File: config.mk
export PLATFORM = sky130hd
export DESIGN_NAME = sumador
export DESIGN_NICKNAME = d
export VERILOG_FILES = /design/src/rtl/sumador.sv
export SDC_FILE = /design/constraint.sdc
export NUM_CORES = 1
export LEC_CHECK = 0
export CAP_MARGIN = 20
export CORE_ASPECT_RATIO = 0.8
export CORE_MARGIN = 2
export CORE_UTILIZATION = 38
export CTS_BUF_LIST = sky130_fd_sc_hd__clkbuf_2 sky130_fd_sc_hd__clkbuf_4 sky130_fd_sc_hd__clkbuf_8
export CTS_CLUSTER_SIZE = 14
export DETAILED_ROUTE_END_ITERATION = 12
export HOLD_SLACK_MARGIN = 0.02
export PLACE_DENSITY_LB_ADDON = 0.25
export SLEW_MARGIN = 20
export SYNTH_ARGS = -nofsm -noshare
export SYNTH_HDL_FRONTEND = slang
export SYNTH_SLANG_ARGS = --single-unit
File: constraint.sdc
create_clock -name clk -period 3.1 [get_ports clk]
set_input_delay 0.31 -clock clk [delete_from_list [all_inputs] [get_ports clk]]
set_output_delay 0.31 -clock clk [all_outputs]
set_load 0.05 [all_outputs]
File: src/rtl/sumador.sv
// PC + INC incrementer with carry flag, registered sum and optional
// alignment check (enabled by defining SUMADOR_ALIGN_CHK_EN).
module sumador #(
    parameter int               WIDTH = 32,
    parameter logic [WIDTH-1:0] INC   = WIDTH'(4)
) (
    input  logic             clk,
    input  logic             reset,
    input  logic [WIDTH-1:0] PC,
    output logic [WIDTH-1:0] Suma,
    output logic             Acarreo,
    output logic [WIDTH-1:0] Suma_reg,
    output logic             Desalineado,
    output logic             Error_alin
);

    logic [WIDTH:0]   sum_w;
    logic [WIDTH-1:0] suma_q;
    logic [WIDTH-1:0] suma_d;

    // Widen by one bit so the wrap past the top of the address space
    // shows up as the carry.
    assign sum_w   = {1'b0, PC} + {1'b0, INC};
    assign Suma    = sum_w[WIDTH-1:0];
    assign Acarreo = sum_w[WIDTH];

    assign suma_d   = Suma;
    assign Suma_reg = suma_q;

    // Observation copy of the sequential next-PC candidate.
    always_ff @(posedge clk or posedge reset) begin
        if (reset) begin
            suma_q <= '0;
        end else begin
            suma_q <= suma_d;
        end
    end

`ifdef SUMADOR_ALIGN_CHK_EN
    logic err_q;
    logic err_d;

    assign Desalineado = |PC[1:0];
    assign err_d       = err_q | Desalineado;
    assign Error_alin  = err_q;

    // Sticky flag: once a misaligned fetch is sampled it stays set
    // until reset, regardless of later aligned PCs.
    always_ff @(posedge clk or posedge reset) begin
        if (reset) begin
            err_q <= 1'b0;
        end else begin
            err_q <= err_d;
        end
    end
`else
    assign Desalineado = 1'b0;
    assign Error_alin  = 1'b0;
`endif

endmodule

==> results by group, run 1 <==
Synthesis
  – Avg Synthesized Cell Area: 11.8 um2
  – Mux contribution to synthesized area: 0%
  – Post-synthesis adder-cell area fraction: less than 1%
  – Warnings, synthesis: 0
  – Synth cell types: 18
  – Post-Synthesis Cells: 119
  – Compound-gate portion of the synthesized area: 0%
  – Synth top area share: 56.8%
  – Cell area after synthesis: 1410 um2
  – Post-Synth Simple-Gate Area: 21.5%
  – Synth Area in XOR/XNOR: 17.4%
  – Register area share after synthesis: 56.8%
  – Top cells by area, synth: dfrtp_1 57%, xnor2_1 14%, nand4_1 4.9%
  – Yosys reg bits: 32
  – Largest family of logic cells by synthesized area: simple AND/OR/NAND/NOR gates
  – Largest area contributor in the synthesized netlist: dfrtp_1

Global routing
  – Antenna violations before repair: 0
  – Largest net degree at the start of global routing: 33
  – GRT Overall Usage: 21.0%
  – First-pass GRT wire length: 6570 um
  – Grt ovf: 0
  – Vias in the first global route: 1,377

Layout
  – Most common cell after layout, fill and taps aside: clkdlybuf4s50_1
  – Diodes inserted: 0
  – Net count, final: 260
  – Area grow syn2layout: 96.0%
  – Layout cells sized above 1: 17.7%
  – Max FFs per register: 32
  – Most frequent cells in the layout: 74 x clkdlybuf4s50_1, 32 x dfrtp_1, 23 x xnor2_1

Floorplanning
  – Die height: around 58 um
  – Chip Width: ~70 um
  – Starting density of the core: 40.4%
  – Io pins: 101
  – Core ar.: 3490 um2
  – Die area: 4220 um2
  – FP Rows: 19

Routing
  – Initial DRC Count: 43
  – TritonRoute pass-1 iters: 2
  – Vias/cell: 4.79
  – Average wire per standard cell: approximately 15 um
  – Drt drc: 0
  – ANT nets after route: 0
  – Via count: about 1,300
  – WL final: 3970 um

Clock tree
  – CTS max path bufs: 2
  – Post_cts resized: 0
  – CTS Sinks: 32
  – Root buffer cell: clkbuf_8
  – TritonCTS buffer count: 5
  – Clk pin slew, worst setup/hold paths: ~70 ps
  – Post-CTS setup buffers: 0
  – H-tree Lvls: 2
  – CTS tree: built
  – Hold_buf cts: 0

STA
  – Fin worst setup slack: 353 ps
  – Least-Margin Pin Slew: 520 ps
  – RSZ-0062 raised after global routing: false
  – Slew headroom: about two thirds
  – Min Tclk post-route: 2750 ps
  – Final Hold Fails: 0
  – Fmax achieved: 0.364 GHz
  – Final setup fails: 0
  – Max-slew violation count: 0
  – Crit share post-route: around nine tenths
  – Setup tns final: 0 ps

Power
  – PwrDens: 471 nW/um2
  – Max VDD drop: 0.394 mV
  – Leak: approximately 1.1 nW
  – Pwr Total: 0.00130 W

Worst setup path
  – Most frequent CP cell: clkdlybuf4s50_1
  – Crit end category: primary output
  – CP delay by family, top: buffers and inverters
  – CP bufs+invs: 2
  – Critical Path RT: 2790 ps
  – Critical Path, Cell by Cell: clkdlybuf4s50_1 > ha_1 > and4_1 > nand2_1 > xnor2_1 > clkdlybuf4s50_1
  – Worst Setup Path Type: primary input to primary output
  – Crit Path Max Fanout: 4
  – Worst setup SP type: primary input
  – WP data arrival: 2440 ps
  – Crit-path slowest cell: clkdlybuf4s50_1
  – Max incr delay on CP: around 840 ps

Placed design
  – Pre-CTS setup slack: 352 ps
  – Port Buf Inserts: 98
  – GP Congestion: 0.799
  – DP HPWL: 3170 um

Flow run
  – Max Cap Violations: 0

Status
  – Status: finished, final reports clean

Min path
  – Worst hold path type: primary input to async pin
-- final timing paths --
kind	from	end	slack, ps	depth (start not counted)
max	PC[2]	Suma[8]	350	6
min	reset	Suma_reg[10]$_DFF_PP0_	410	3
max in group asynchronous	reset	Suma_reg[2]$_DFF_PP0_	2400	3
min in group clk	PC[1]	Suma_reg[1]$_DFF_PP0_	480	1
-- synth_stat cells, drive strengths merged --
cell	instances
and3	2
and4	3
buf	4
conb	1
dfrtp	32
ha	1
inv	4
nand2	13
nand3	9
nand4	12
nor2	4
nor3	2
nor4	3
or2	1
xnor2	23
xor2	5
-- through the flow --
step           cell area (um2)  hold WS, ps  std cells  util, %
6_report                  2760          408        268     79.1
5_1_grt                   2760          447        268     79.1
4_1_cts                   2760          418        268     79.1
3_5_place_dp              2640          728        260     75.5
3_3_place_gp              2640          719        260     75.5
2_1_floorplan             1410          341        120        -
-- routing by layer --
metal	part of all wire [%]	track usage, %
met5	0	0
met2	50	35.4
met1	40	24.8
met3	8.6	6.51
met4	1.8	9.70
-- report_power, final --
part           switching (W)  internal (W)
registers         0.00000662      0.000441
logic               0.000258      0.000159
clock network       0.000153      0.000283
-- cells by family after synthesis --
logic type,Yosys count
xor+xnor,28
fa+ha+maj,1
buf+inv,8
flops,32
simple gates,49
other cells,1
-- layout make-up --
class                   count  area [um2]
repair buffers            102        1200
well taps                  42        52.6
fillers                   223         731
inverters                   4        15.0
multi-input cells          80         568
clock inverters             1        30.0
clock buffers               7        96.3
flip-flops and latches     32         801
Power figures use the tool's default switching activity.
==> run 2, diff against run 1 <==
SKIP_LAST_GASP = 1   (was unset)
==> results of run 2 <==
Final layout, timing and power as in run 1 (identical DEF).
